<file path="src/rtl/regfile_pkg.sv">
// Shared register-file geometry used by the writeback scheduler and decode.
package regfile_pkg;

    localparam int unsigned REG_AW   = 5;
    localparam int unsigned REG_DW   = 32;
    localparam int unsigned NREG     = 32;
    localparam int unsigned REG_ZERO = 0;

    typedef logic [REG_AW-1:0] reg_addr_t;
    typedef logic [REG_DW-1:0] reg_data_t;

endpackage

</file>
<file path="src/rtl/rr_arbiter.sv">
// Round-robin arbiter: scans upward from ptr (mod NREQ), grants the first requester
// and returns the pointer slot just past the winner.
module rr_arbiter #(
    parameter int unsigned NREQ = 3,
    parameter int unsigned PW   = (NREQ > 1) ? $clog2(NREQ) : 1
) (
    input  logic [NREQ-1:0] req,
    input  logic [PW-1:0]   ptr,
    output logic [NREQ-1:0] grant,
    output logic [PW-1:0]   next_ptr,
    output logic            any_grant
);

    logic [PW-1:0] idx;

    always_comb begin
        grant     = '0;
        next_ptr  = ptr;
        any_grant = 1'b0;
        idx       = '0;
        for (int unsigned k = 0; k < NREQ; k++) begin
            idx = PW'((32'(ptr) + k) % NREQ);
            if (!any_grant && req[idx]) begin
                grant[idx] = 1'b1;
                next_ptr   = PW'((32'(idx) + 1) % NREQ);
                any_grant  = 1'b1;
            end
        end
    end

endmodule

</file>
<file path="src/rtl/regfile_wb_scheduler.sv">
// Register-file write-port sequencer: round-robin writeback arbitration, registered write
// port and a per-register busy scoreboard that stalls issue on RAW/WAW hazards.
module regfile_wb_scheduler
    import regfile_pkg::*;
#(
    parameter int unsigned NREQ = 3,
    parameter int unsigned AW   = REG_AW,
    parameter int unsigned DW   = REG_DW
) (
    input  logic              clk,
    input  logic              rst,
    input  logic [NREQ-1:0]   req_valid,
    input  logic [NREQ*AW-1:0] req_addr,
    input  logic [NREQ*DW-1:0] req_data,
    output logic [NREQ-1:0]   req_ready,
    output logic              wrt_sig,
    output logic [AW-1:0]     addr_wrt,
    output logic [DW-1:0]     in,
    input  logic              issue_valid,
    input  logic              issue_dst_en,
    input  logic [AW-1:0]     issue_dst,
    input  logic [AW-1:0]     issue_src0,
    input  logic [AW-1:0]     issue_src1,
    output logic              stall,
    output logic [2**AW-1:0]  busy
);

    localparam int unsigned PW = (NREQ > 1) ? $clog2(NREQ) : 1;

    logic [PW-1:0]     ptr_q;
    logic [PW-1:0]     ptr_d;
    logic [NREQ-1:0]   grant;
    logic              any_grant;
    logic [AW-1:0]     sel_addr;
    logic [DW-1:0]     sel_data;
    logic [2**AW-1:0]  busy_q;
    logic [2**AW-1:0]  busy_d;
    logic              issue_accept;

    rr_arbiter #(
        .NREQ (NREQ),
        .PW   (PW)
    ) u_arb (
        .req       (req_valid),
        .ptr       (ptr_q),
        .grant     (grant),
        .next_ptr  (ptr_d),
        .any_grant (any_grant)
    );

    assign req_ready = grant;

    // Grant is one-hot, so an OR-mux is enough.
    always_comb begin
        sel_addr = '0;
        sel_data = '0;
        for (int i = 0; i < NREQ; i++) begin
            if (grant[i]) begin
                sel_addr = sel_addr | req_addr[i*AW +: AW];
                sel_data = sel_data | req_data[i*DW +: DW];
            end
        end
    end

    always_ff @(posedge clk) begin
        if (rst) begin
            ptr_q    <= '0;
            wrt_sig  <= 1'b0;
            addr_wrt <= '0;
            in       <= '0;
        end else begin
            ptr_q <= ptr_d;
            if (any_grant) begin
                // A write to the zero register is consumed but never reaches the file.
                wrt_sig  <= (sel_addr != AW'(REG_ZERO));
                addr_wrt <= sel_addr;
                in       <= sel_data;
            end else begin
                wrt_sig <= 1'b0;
            end
        end
    end

    assign stall = issue_valid &&
                   (busy_q[issue_src0] || busy_q[issue_src1] ||
                    (issue_dst_en && busy_q[issue_dst]));

    assign issue_accept = issue_valid && !stall && issue_dst_en;

    // Set after clear: a newer producer of the same register stays outstanding.
    always_comb begin
        busy_d = busy_q;
        if (wrt_sig) begin
            busy_d[addr_wrt] = 1'b0;
        end
        if (issue_accept) begin
            busy_d[issue_dst] = 1'b1;
        end
        busy_d[REG_ZERO] = 1'b0;
    end

    always_ff @(posedge clk) begin
        if (rst) begin
            busy_q <= '0;
        end else begin
            busy_q <= busy_d;
        end
    end

    assign busy = busy_q;

endmodule
</file>
<file path="config.mk">
export PLATFORM = sky130hd
export DESIGN_NAME = regfile_wb_scheduler
export DESIGN_NICKNAME = d
export VERILOG_FILES = /design/src/rtl/regfile_pkg.sv /design/src/rtl/rr_arbiter.sv /design/src/rtl/regfile_wb_scheduler.sv
export SDC_FILE = /design/constraint.sdc
export NUM_CORES = 1
export LEC_CHECK = 0
export CAP_MARGIN = 15
export CORE_MARGIN = 1
export CORE_UTILIZATION = 42
export CTS_CLUSTER_DIAMETER = 30
export DETAILED_ROUTE_END_ITERATION = 8
export PLACE_DENSITY = 0.82
export SLEW_MARGIN = 20
export SYNTH_ARGS = -nofsm -noshare
export SYNTH_HDL_FRONTEND = slang
export SYNTH_SLANG_ARGS = --single-unit
</file>
<file path="constraint.sdc">
create_clock -name clk -period 4.35 [get_ports clk]
set_input_delay 0.87 -clock clk [delete_from_list [all_inputs] [get_ports clk]]
set_output_delay 0.87 -clock clk [all_outputs]
set_load 0.01 [all_outputs]
</file>
Word-level counts from Yosys, hierarchy flattened
Index checks and enable logic that the tools add are counted.

Flip-flop bits (word level): 72. Bits in latches: 0. Bits in writable memories: 0. Bits in read-only memories: 0. Input bits: 133. Output and inout port bits: 74. Word-level logic and storage cells: 97. Memories: 0.

Add/subtract/negate cells: 5. Multipliers: 0. Divide/modulo/power cells: 6. Magnitude comparators: 12. Equal/unequal tests: 0. Shifts and indexed selects: 0. Muxes and demuxes: 39. Bitwise gates (word level): 10. Reduce and logical (&&, ||, !) cells: 19.

Operators by type and width (count): remainder unit 32 x 2 -> 32 bit, second input constant (5); 2-to-1 mux 32 bit (5); OR 32 bit (3); bitwise AND 32 bit (1); remainder unit 2 x 2 -> 32 bit, second input constant (1); NOT 32 bit (1); < comparator 5 x 6 -> 1 bit, second input constant (4); binary-select mux 1 bit (select 5 bit) (3); 2-to-1 mux 5 bit (3); 2-to-1 mux 1 bit (14); adder 2 x 1 -> 3 bit, second input constant (4); logical AND 1 bit (11); demux 1 bit (select 5 bit) (2); >= comparator 5 x 1 -> 1 bit, second input constant (2); OR 5 bit (2); < comparator 2 x 3 -> 1 bit, second input constant (3); 2-to-1 mux 3 bit (3); binary-select mux 1 bit (select 2 bit) (3); demux 1 bit (select 2 bit) (3); >= comparator 2 x 1 -> 1 bit, second input constant (3); 2-to-1 mux 2 bit (3); OR 3 bit (2); nonzero test 5 bit (1); adder 2 x 2 -> 3 bit, second input constant (1); other kinds (5) (8).

Logic depth before layout (Yosys ltp)
Depth after elaboration: 16. Depth in mapped cells: 11. Gate-level depth less buffers: 9.

Modules after synthesis
A second synthesis with hierarchy kept.

Cells, all modules: 515. Area, all modules: 4649.5 sq um.

By module, submodules not included: regfile_wb_scheduler (instances 1, cells an instance 477, area each 4346.7 sq um, sequential area each 1421.4 sq um); rr_arbiter (instances 1, cells an instance 38, area each 302.8 sq um, sequential area each 0.0 sq um).

Worst setup path before layout
No wires, ideal clock.

Path type: input-to-output. From: input issue_dst[1]. To: output stall. Data arrival time: 3000 ps. Data required time: 3480 ps. Setup slack: 480 ps. Stages: 9. Path buffers: 4. Path through: clkbuf_1 clkbuf_1 mux4_2 mux4_2 mux2_2 buf_4 clkbuf_1 nand2_1 a31oi_1.

Word-level cells in the longest chain between the ends: 5.

RTL lines: from (decl) (RTL line regfile_wb_scheduler.sv:21) `input logic [AW-1:0] issue_dst,`; binary-select mux 1 bit (select 5 bit) (RTL line regfile_wb_scheduler.sv:86) `(issue_dst_en && busy_q[issue_dst]));`; 2-to-1 mux 1 bit (not written as such) (RTL line regfile_wb_scheduler.sv:86); logical AND 1 bit (RTL line regfile_wb_scheduler.sv:86); logical OR 1 bit (RTL line regfile_wb_scheduler.sv:85) `(busy_q[issue_src0] || busy_q[issue_src1] ||`; logical AND 1 bit (RTL line regfile_wb_scheduler.sv:84) `assign stall = issue_valid &&`; to (decl) (RTL line regfile_wb_scheduler.sv:24) `output logic stall,`.

No other way between the ends. The select of a mux whose other input is x is not followed.

Worst setup path in the final report
From: input issue_src0[0]. To: output stall.

Word-level cells in the longest chain between the ends: 5.

RTL lines: from (decl) (RTL line regfile_wb_scheduler.sv:22) `input logic [AW-1:0] issue_src0,`; binary-select mux 1 bit (select 5 bit) (RTL line regfile_wb_scheduler.sv:85); 2-to-1 mux 1 bit (not written as such) (RTL line regfile_wb_scheduler.sv:85); logical OR 1 bit (2 in series) (RTL line regfile_wb_scheduler.sv:85); logical AND 1 bit (RTL line regfile_wb_scheduler.sv:84).

No other way between the ends. The select of a mux whose other input is x is not followed.

==> flow_summary.ini <==
[run_status]
outcome = complete, no violations

[grt]
antenna_found_initial = 0
grt_usage_pct = 30.46
grt_max_degree = 51
grt_pass1_wl_um = 26600
grt_pass1_vias = 5078
grt-ovfl-total = 0

[setup_path]
critPathMaxFanout = 8
arrival_ns = 3.33
end_kind = output port
crit_type = input port to output port
critical_path.startpoint_type = input port
required_ns = 3.48

[clock_network]
clock-sinks = 71
cts_tree = built
cts_root_buf = clkbuf_8
cts_buffer_depth = 2
holdBufCountCts = 0
postCtsSetupRepairBufs = 0
cts_max_level = 3
clk_pin_slew_ns = 0.07
cts_made_buffers = 9
clk_latency_ns = 0.36

[logic_synthesis]
syn-cell-area_sq_um = 4433
synth_seq_cells = 71
yosysSeqAreaShare_pct = 32.06
syn-num-nets = 629
yosysWarnings = 0
synth-edff-count = 0
synth.distinct_cells = 51
postSynthAreaPerCell_sq_um = 9.029
ys.flop_type = dfxtp_1
async_flop_share_pct = 0
syn-instance-count = 491

[place]
place_inst = 794
pre_cts_ws_ns = -0.002033
numPortBuffers = 205
gp_congestion = 0.9972
dp_hpwl_um = 12640
placed_area_sq_um = 6586

[hold_path]
hold_path_class = flip-flop to flip-flop

[timing]
fmax_mhz = 238.1
slew_headroom_pct = 61.75
fin_tns_setup_ns = 0
finalCriticalPeriod_ns = 4.199
hold_viol = 0
setup_viol = 0
hold_ws_ns = 0.5359
grt_setup_unrepaired = false
fin_ws_ns = 0.1510
tightest_slew_ns = 0.5725
skew_ns = 0.01576
period_share_pct = 96.53
slew_violations = 0

[die]
rows = 37
initial_utilization_pct = 43.13
dieArea_sq_um = 10970
die_y_um = 104.7
num_io_pins = 207
core_area_sq_um = 10280
dieWidth_um = 104.7

[pwr]
leakagePower_nw = 2.348
irDropWorstVdd_mv = 0.4391
combPwrFrac_pct = 51.5
switchingPower_mw = 1.229
sw_frac_of_total_pct = 39.75
power_density_nw_per_um2 = 455.6
seqPwrFrac_pct = 31.4
power.internal_mw = 1.863
clkPwrFrac_pct = 17.1

[detailed_routing]
drt-initial-drc-count = 762
drc = 0
dr.pass1.iters = 9
viasPerCell = 6.326
via_count = 5124
avgRoutedWirePerCell_um = 20.67
wirelength_um = 16750
antenna_left = 0

[cells_and_area]
final_cell_mix = clkdlybuf4s50_1, dfxtp_1, nand2_1, a21oi_1, a222oi_1
nets = 807
drive_gt1_share_pct = 9.792
diodes = 0
design_area_sq_um = 6787
fill_cells = 840
fin_cells = 810
synthToLayoutAreaGrowth_pct = 53.09
layout_commonest_cell = clkdlybuf4s50_1

[run]
cap_violations = 0
logic make-up after synthesis:
| kind of cell | after synthesis | synth area share, % |
|---|---|---|
| adder cells (fa/ha/maj) | 6 | 1.637 |
| AO/OA/AOI/OAI | 146 | 23.17 |
| flip-flops | 71 | 32.06 |
| AND/OR/NAND/NOR | 166 | 20.69 |
| buffers and inverters | 61 | 5.588 |
| multiplexers | 40 | 16.77 |
| other | 1 | 0.08459 |
repair_timing:
item                                   CTS  global route
setup endpoints to repair                1             0
gates resized for setup                  2             0
endpoints found under the hold margin    0             0
layer usage:
layer / up-vias / track usage (%) / wire length, um
met5: - / 0 / 0
met1: 2407 / 36.62 / 6141
met2: 363 / 49.53 / 7829
met3: 70 / 10.42 / 2113
li1: 2284 / - / -
met4: 0 / 12.88 / 661
metrics by stage:
step	power (mW)	utilization [%]
6_report	3.092	66.03
5_1_grt	3.278	66.03
4_1_cts	3.078	66.03
3_5_place_dp	2.546	64.09
3_3_place_gp	2.512	64.09
2_1_floorplan	1.830	-
cell type report:
class | count | area [sq um] | share of cell area, %
repair buffers | 218 | 2172 | 32.01
inverters | 10 | 37.54 | 0.5531
clock inverters | 6 | 70.07 | 1.032
well taps | 136 | 170.2 | 2.507
clock buffers | 10 | 127.6 | 1.881
multi-input cells | 359 | 2788 | 41.08
flip-flops and latches | 71 | 1421 | 20.94
critical path: stages:
cell,delay [ns]
clkdlybuf4s50_1,0.50
buf_12,0.14
mux4_2,0.49
mux4_2,0.48
mux2i_1,0.23
a31oi_1,0.12
clkdlybuf4s50_1,0.48
registers in the layout, indices dropped and copies added, names as in the netlist:
register  flops
in           32
busy         31
addr_wrt      5
ptr_q         2
wrt_sig       1
power groups by stage:
stage	sequential, mW	clock, mW	combinational (mW)
after detailed placement	0.978	0	1.57
final	0.971	0.530	1.59
after floorplan	1.00	0	0.830
after global placement	0.971	0	1.54
after CTS	0.966	0.533	1.58
after global routing	0.993	0.564	1.72
final timing paths:
check             slack, ns     startpoint       to  cells after the start
setup / recovery       0.15  issue_src0[0]    stall                      7
hold / removal         0.54         in[21]   in[21]                      2
setup reg to reg       1.41       ptr_q[0]  wrt_sig                      9
hold reg to reg        0.54         in[21]   in[21]                      2
Yosys cell counts, types with 2 or more instances:
cell / instances / share of area [%]
a211oi_1: 2 / 0.34
a21boi_0: 2 / 0.34
a21oi_1: 40 / 4.5
a221o_1: 2 / 0.45
a222oi_1: 35 / 7.9
a22o_1: 2 / 0.40
a31oi_1: 2 / 0.28
and3_1: 2 / 0.28
and3b_1: 3 / 0.59
buf_1: 6 / 0.51
buf_2: 3 / 0.34
buf_4: 2 / 0.34
clkbuf_1: 39 / 3.3
dfxtp_1: 71 / 32
ha_1: 5 / 1.4
inv_1: 10 / 0.85
mux2_2: 2 / 0.51
mux2i_1: 11 / 2.5
mux4_2: 26 / 13
nand2_1: 65 / 5.5
nand2b_1: 5 / 0.71
nand3_1: 4 / 0.45
nand3b_1: 21 / 3.6
nand4_1: 3 / 0.42
nand4b_1: 2 / 0.40
nor2_1: 11 / 0.93
nor2b_1: 17 / 2.4
nor3_1: 2 / 0.23
nor3b_1: 6 / 1.0
nor4_1: 2 / 0.28
o21ai_0: 22 / 2.5
o21ai_1: 15 / 1.7
o41ai_1: 16 / 3.2
or2_2: 3 / 0.42
or3b_2: 2 / 0.40
or4_1: 15 / 2.5
No activity file was read; power rests on OpenSTA's default activity.
